### src/rtl/scan_ctrl_regs.sv
// Scan configuration registers and transmit-trigger sequencer for the ultrasonic front end.
// Commands from the USB parser program the scan, start/stop runs and pace one-cycle triggers.
module scan_ctrl_regs #(
  parameter int unsigned DEF_DEPTH  = 1024,
  parameter int unsigned DEF_PERIOD = 50000,
  parameter int unsigned MIN_PERIOD = 16,
  parameter logic [7:0]  DEF_GAIN   = 8'h40
) (
  input  logic        Clk,
  input  logic        Reset_n,
  input  logic [7:0]  address,
  input  logic [31:0] data,
  input  logic        cmdvalid,
  input  logic        acq_busy,
  output logic [23:0] sample_depth,
  output logic [7:0]  gain,
  output logic [3:0]  channel,
  output logic        trig,
  output logic        busy,
  output logic        run_done,
  output logic        overrun,
  output logic        cmd_err
);

  typedef enum logic [1:0] {S_IDLE, S_RUN, S_DRAIN} state_e;

  localparam logic [7:0] A_CTRL   = 8'h00;
  localparam logic [7:0] A_DEPTH  = 8'h01;
  localparam logic [7:0] A_PERIOD = 8'h02;
  localparam logic [7:0] A_COUNT  = 8'h03;
  localparam logic [7:0] A_GAIN   = 8'h04;
  localparam logic [7:0] A_CHAN   = 8'h05;

  state_e      state_q;
  logic [23:0] depth_q;
  logic [7:0]  gain_q;
  logic [3:0]  chan_q;
  logic [31:0] period_q;
  logic [15:0] count_q;
  logic [31:0] pcnt_q;
  logic [15:0] shots_q;
  logic        trig_q, busy_q, run_done_q, overrun_q, cmd_err_q;

  logic        addr_ok, ctrl_wr, cfg_wr, start_cmd, stop_cmd, cmd_err_d, tick;
  logic [31:0] period_d;
  logic [15:0] shots_d;

  always_comb begin
    addr_ok   = address < 8'h06;
    ctrl_wr   = cmdvalid && (address == A_CTRL);
    // Configuration is frozen while busy, so the run keeps using the values it started with.
    cfg_wr    = cmdvalid && addr_ok && (address != A_CTRL) && !busy_q;
    start_cmd = ctrl_wr && data[0] && !data[1];
    stop_cmd  = ctrl_wr && data[1];
    cmd_err_d = cmdvalid && (!addr_ok
                             || ((address != A_CTRL) && busy_q)
                             || ((address == A_CTRL) && data[0] && !data[1] && busy_q));
    period_d  = (data < MIN_PERIOD) ? MIN_PERIOD : data;
    tick      = (pcnt_q == 32'd0);
    shots_d   = shots_q + 16'd1;
  end

  always_ff @(posedge Clk or negedge Reset_n) begin
    if (!Reset_n) begin
      depth_q  <= 24'(DEF_DEPTH);
      gain_q   <= DEF_GAIN;
      chan_q   <= 4'd0;
      period_q <= 32'(DEF_PERIOD);
      count_q  <= 16'd0;
    end else if (cfg_wr) begin
      case (address)
        A_DEPTH:  depth_q  <= data[23:0];
        A_PERIOD: period_q <= period_d;
        A_COUNT:  count_q  <= data[15:0];
        A_GAIN:   gain_q   <= data[7:0];
        A_CHAN:   chan_q   <= data[3:0];
        default:  ;
      endcase
    end
  end

  always_ff @(posedge Clk or negedge Reset_n) begin
    if (!Reset_n) begin
      state_q    <= S_IDLE;
      pcnt_q     <= 32'd0;
      shots_q    <= 16'd0;
      trig_q     <= 1'b0;
      busy_q     <= 1'b0;
      run_done_q <= 1'b0;
      overrun_q  <= 1'b0;
      cmd_err_q  <= 1'b0;
    end else begin
      trig_q     <= 1'b0;
      run_done_q <= 1'b0;
      cmd_err_q  <= cmd_err_d;
      case (state_q)
        S_IDLE: begin
          if (start_cmd) begin
            // A one-shot run goes straight to DRAIN after its first trigger.
            state_q   <= (count_q == 16'd1) ? S_DRAIN : S_RUN;
            trig_q    <= 1'b1;
            busy_q    <= 1'b1;
            shots_q   <= 16'd1;
            pcnt_q    <= period_q - 32'd1;
            overrun_q <= 1'b0;
          end
        end
        S_RUN: begin
          if (stop_cmd) begin
            state_q <= S_IDLE;
            busy_q  <= 1'b0;
          end else if (!tick) begin
            pcnt_q <= pcnt_q - 32'd1;
          end else if (acq_busy) begin
            overrun_q <= 1'b1;
          end else begin
            trig_q  <= 1'b1;
            shots_q <= shots_d;
            pcnt_q  <= period_q - 32'd1;
            if ((count_q != 16'd0) && (shots_d == count_q)) state_q <= S_DRAIN;
          end
        end
        S_DRAIN: begin
          if (stop_cmd) begin
            state_q <= S_IDLE;
            busy_q  <= 1'b0;
          end else if (!tick) begin
            pcnt_q <= pcnt_q - 32'd1;
          end else if (!acq_busy) begin
            state_q    <= S_IDLE;
            busy_q     <= 1'b0;
            run_done_q <= 1'b1;
          end
        end
        default: begin
          state_q <= S_IDLE;
          busy_q  <= 1'b0;
        end
      endcase
    end
  end

  assign sample_depth = depth_q;
  assign gain         = gain_q;
  assign channel      = chan_q;
  assign trig         = trig_q;
  assign busy         = busy_q;
  assign run_done     = run_done_q;
  assign overrun      = overrun_q;
  assign cmd_err      = cmd_err_q;

endmodule

### config.mk
export PLATFORM = sky130hd
export DESIGN_NAME = scan_ctrl_regs
export DESIGN_NICKNAME = d
export VERILOG_FILES = /design/src/rtl/scan_ctrl_regs.sv
export SDC_FILE = /design/constraint.sdc
export NUM_CORES = 1
export LEC_CHECK = 0
export CORE_AREA = 10 10 129 131
export DETAILED_ROUTE_END_ITERATION = 6
export DIE_AREA = 0 0 139 141
export HOLD_SLACK_MARGIN = 0.15
export PLACE_DENSITY = 0.9
export SLEW_MARGIN = 20
export SYNTH_ARGS = -nofsm -noshare
export SYNTH_HDL_FRONTEND = slang
export SYNTH_SLANG_ARGS = --single-unit
### constraint.sdc
create_clock -name Clk -period 3.5 [get_ports Clk]
set_input_delay 1.05 -clock Clk [delete_from_list [all_inputs] [get_ports Clk]]
set_output_delay 1.05 -clock Clk [all_outputs]
set_load 0.01 [all_outputs]
-- After elaboration in Yosys (flattened, before gate mapping)
Index checks and enable logic that the tools add are counted.
W data, S select, Z words.
- add/sub/neg operators: 3
- $lt $le $gt $ge: 2
- eq/ne operators: 23
- mux-type cells: 40
- reductions and logical operators: 35
- operators with widths (cell ; number):
    $mux W32 ; 7
    $pmux W32 S3 ; 1
    $mux W16 ; 4
    $sub A32 B1 Y32 const B ; 2
    $logic_not A32 Y1 ; 1
    $lt A32 B5 Y1 const B ; 1
    $pmux W16 S2 ; 1
    $mux W2 ; 9
    $ne A3 B3 Y1 const B ; 6
    $add A16 B1 Y16 const B ; 1
    $eq A16 B1 Y1 const B ; 1
    $eq A16 B16 Y1 ; 1
    $eq A8 B2 Y1 const B ; 2
    $eq A8 B3 Y1 const B ; 2
    $ne A2 B2 Y1 const B ; 8
    $reduce_bool A16 Y1 ; 1
    $mux W1 ; 14
    $logic_and A1 B1 Y1 ; 13
    $reduce_and A6 Y1 ; 2
    $reduce_and A2 Y1 ; 5
    $reduce_and A5 Y1 ; 2
    $eq A8 B1 Y1 const B ; 1
    $logic_not A8 Y1 ; 1
    $lt A8 B3 Y1 const B ; 1
    12 further kinds ; 16
- register bits after elaboration: 139
- input port bits: 44
- output and inout bits: 41
- logic and storage cells: 116

-- Longest topological paths before layout
- depth in word-level cells: 8
- depth in mapped cells: 11

-- Least setup slack after synthesis
OpenSTA, ideal clock, no wires.
- kind: input-to-reg
- start point: input address[5]
- end point: register pcnt_q[24]
- arrival time: 2.966 ns
- slack: 0.413 ns
- stages: 6
- buffers on the path: 1
- cell sequence: or4_1 > o41ai_1 > a21oi_1 > o21a_1 > buf_2 > a22o_1
- longest elaborated chain between the ends: 6
- RTL lines (item ; RTL line ; RTL):
    from (decl) ; 11 ; input logic [7:0] address,
    $logic_not A8 Y1 (*) ; 50 ; ctrl_wr = cmdvalid && (address == A_CTRL);
    $logic_and A1 B1 Y1 (*) ; 50 ;
    $logic_and A1 B1 Y1 (2 in series) ; 53 ; start_cmd = ctrl_wr && data[0] && !data[1];
    $ne A2 B2 Y1 (no source line) ; -- ;
    $reduce_and A6 Y1 (no source line) (*) ; -- ;
    to (signal assigned) ; 104 ; pcnt_q <= period_q - 32'd1;
    to (signal assigned) ; 113 ; pcnt_q <= pcnt_q - 32'd1;
    to (signal assigned) ; 119 ; pcnt_q <= period_q - 32'd1;
    to (decl) ; 40 ; logic [31:0] pcnt_q;
Every way passes the cells marked *; elsewhere a longest branch is shown, timed or not.
A chain may end at the register's enable or synchronous reset.

-- Final worst setup path
- start point: register shots_q[0]
- end point: register state_q[0]
- longest elaborated chain between the ends: 5
- RTL lines (item ; RTL line ; RTL):
    from (decl) ; 41 ; logic [15:0] shots_q;
    from (signal assigned) ; 118 ; shots_q <= shots_d;
    $add A16 B1 Y16 ; 60 ; shots_d = shots_q + 16'd1;
    $eq A16 B16 Y1 ; 120 ; if ((count_q != 16'd0) && (shots_d == count_q)) state_q <= S_DRAIN;
    $logic_and A1 B1 Y1 ; 120 ;
    $ne A3 B3 Y1 (no source line) ; -- ;
    $reduce_and A6 Y1 (no source line) ; -- ;
    to (signal assigned) ; 100 ; state_q <= (count_q == 16'd1) ? S_DRAIN : S_RUN;
    to (decl) ; 34 ; state_e state_q;
Every way passes these cells.

==> results.cfg <==
[global_route]
grt_max_degree = 52
grt_usage_pct = 23.2
grt_pass1_wl_um = 37400
grt_antenna_before_repair = 0
overflow = 0
grt_pass1_vias = 6873

[clock_tree]
cts-root-buf = clkbuf_16
cts_resized = 0
cts_buffers = 17
cts_max_path_buffers = 2
cts_sinks = 139
cts-htree-levels = 4
post-cts-setup-buffers = 0
clk_latency_ns = 0.44
cts_tree = done
clk_pin_slew_worst_paths_ns = 0.06
cts-hold-fix-buffers = 0

[finish]
instances_no_fill = 1075
diodes = 0
register_area_um2 = 3490
drive_above_1_share_pct = 17.2
finish.utilization_pct = 67.6
area_growth_pct = 22.0
finalInstanceArea_um2 = 9600
multiInputGateArea_um2 = 4090
fillers = 1024
fin_nets = 929

[logic_synthesis]
synthFlopType = dfrtp_1
synth.area.top_cells = dfrtp_1 (42%), mux2_2 (7.7%), a22o_1 (5.0%), o21ai_0 (4.3%), xnor2_1 (3.3%)
syn_inst = 792
ys_types = 71
synth.largest_area_cell = dfrtp_1
yosysWarnings = 0
ys_ff_latch = 139
synth_top_area_share_pct = 41.7
avgSynthCellArea_um2 = 9.93
mappedNetlistNets = 843
synth.yosys.seq_area_share_pct = 44.3
syn_area_um2 = 7870
async_flop_share_pct = 100
synth-edff-count = 0

[floorplanning]
die_w_um = 139
std_cell_rows = 44
dieArea_um2 = 19600
ioPinCount = 85
die_y_um = 141
core_area_um2 = 14200
initial_core_util_pct = 55.4

[hold_path]
hold_path_class = in2async

[detailed_routing]
antenna_left = 0
wl_per_cell_um = 21.6
vias_per_cell = 6.58
routed_wl_um = 23200
route.detailed.drc = 0
drt_pass1_iterations = 5
via_count = 7069
drt_iter0_markers = 950

[power_and_ir_drop]
seqPwrFrac_pct = 33.9
p_leak_nw = 4.07
power.density_nw_per_um2 = 606
power.share.combinational_pct = 34.5
power.switching_mw = 2.19
p_int_mw = 3.62
ir_drop_uv = 448
switching_share_pct = 37.7
power_frac_clock_pct = 31.6
power.total_mw = 5.81

[setup_path]
cp-endpoint = state_q[0]
crit_chain = ha_1 > nand4_1 > or4_1 > xnor2_1 > a311oi_1 > nand4b_4 > and4_4 > a211o_1
critPathKind = reg2reg
startpoint_type = flop
crit_required_ns = 3.81
r2r_slack_ns = 0.38
timing.rr.end = state_q[0]
crit_path_end_kind = flop
max_stage_delay_ns = 0.67
r2r_cells = 8
critPathSlowestCell = or4_1
r2r-start = shots_q[0]
path_max_fanout = 7
critical_path_arrival_ns = 3.43
crit_path_start = shots_q[0]

[sta]
fmax_mhz = 321
layout_min_cycle_time_ns = 3.12
timing.final.crit_share_pct = 89.1
setup_slack_ns = 0.380
worst_clock_skew_ns = 0.00602
tightest_slew_ns = 0.725
setup_tns_ns = 0
hold_viol = 0
hold-worst-slack_ns = 0.495
setup_viol_count_final = 0
timing.final.max_slew_violations = 0
relSlewSlack_pct = 51.2
rsz0062_at_grt = no

[placed_design]
place_area_um2 = 9000
numPortBuffers = 84
gp_congestion = 0.921
placed_cells = 1043
dp_slack_ns = 0.0398
place_hpwl_um = 16100

[job]
max-cap-violations = 0

[run_status]
status = finished, final reports clean
## synth_stat cells (5+ instances only)
library cell	n
nand4_1	12
a21oi_1	36
o21a_1	6
nand3_1	24
and2_1	5
xor2_1	18
dfrtp_1	131
nor2_1	53
a22o_1	45
nand2b_1	11
or4_1	8
clkbuf_1	28
a22oi_1	6
mux2_2	54
nand2_1	41
or3_1	12
nor3_1	26
xnor2_1	30
inv_1	18
o21ai_0	68
o211ai_1	6
ha_1	7
nor4_1	25
nand3b_1	6
o22ai_1	12
buf_2	13
dfstp_2	8
## layout by cell type (no fill, tap or decap), types with 27 or more instances in the layout
cell             Yosys  layout
a21oi_1             36      36
a22o_1              45      45
buf_4                1      27
clkdlybuf4s50_1      0      83
dfrtp_1            131     131
mux2_2              54      54
nand2_1             41      41
nor2_1              53      52
o21ai_0             68      68
xnor2_1             30      30
## per-layer routing
metal	up-vias	part of all wire [%]	track usage [%]
met2	407	48	38.4
met3	68	9.2	6.18
li1	3147	-	-
met5	-	0	0
met4	0	2.7	8.79
met1	3447	40	28.3
## cell families (layout without fill, tap and decap cells)
family,count (synthesis),after routing,synth area share [%]
multiplexers,57,57,8.18
XOR/XNOR,48,48,5.34
AO/OA/AOI/OAI,216,216,18.4
buffers and inverters,66,165,3.71
flip-flops,139,139,44.3
AND/OR/NAND/NOR,259,259,18.9
adder cells (fa/ha/maj),7,7,1.11
## cell type report
class | instances | area share, %
flip-flops and latches | 139 | 36.3
multi-input cells | 587 | 42.6
inverters | 18 | 0.704
clock inverters | 14 | 1.63
well taps | 184 | 2.40
clock buffers | 18 | 4.58
repair buffers | 115 | 11.7
## power by group through the flow
stage / Clock (mW) / Combinational (mW) / Sequential (mW)
2_1_floorplan: 0 / 1.39 / 1.94
3_3_place_gp: 0 / 1.89 / 1.97
3_5_place_dp: 0 / 1.94 / 1.98
4_1_cts: 1.84 / 1.97 / 1.96
5_1_grt: 1.91 / 2.17 / 1.99
6_report: 1.84 / 2.00 / 1.97
## state kept, by name (all words and copies together) (netlist names)
register and count:
shots_q 16, state_q 2, channel 4, gain 8, cmd_err 1, busy 1
trig 1, sample_depth 24, period_q 32, count_q 16, run_done 1, pcnt_q 32
overrun 1
## worst min-delay path by stage
stage | to | startpoint | cells after the start
detailed placement | sample_depth[4] | sample_depth[4] | 2
floorplan | pcnt_q[17] | pcnt_q[17] | 2
global placement | sample_depth[4] | sample_depth[4] | 2
global route | channel[2] | Reset_n | 1
finish | channel[2] | Reset_n | 1
CTS | pcnt_q[16] | pcnt_q[16] | 2
## worst max-delay path: cells and delay by family, from the launching register on
kind / cells / cell delay, ns
fa+ha+maj: 1 / 0.31
xor+xnor: 1 / 0.16
flops: 1 / 0.47
compound gates: 2 / 0.69
simple gates: 4 / 1.37
Power figures use the tool's default switching activity.
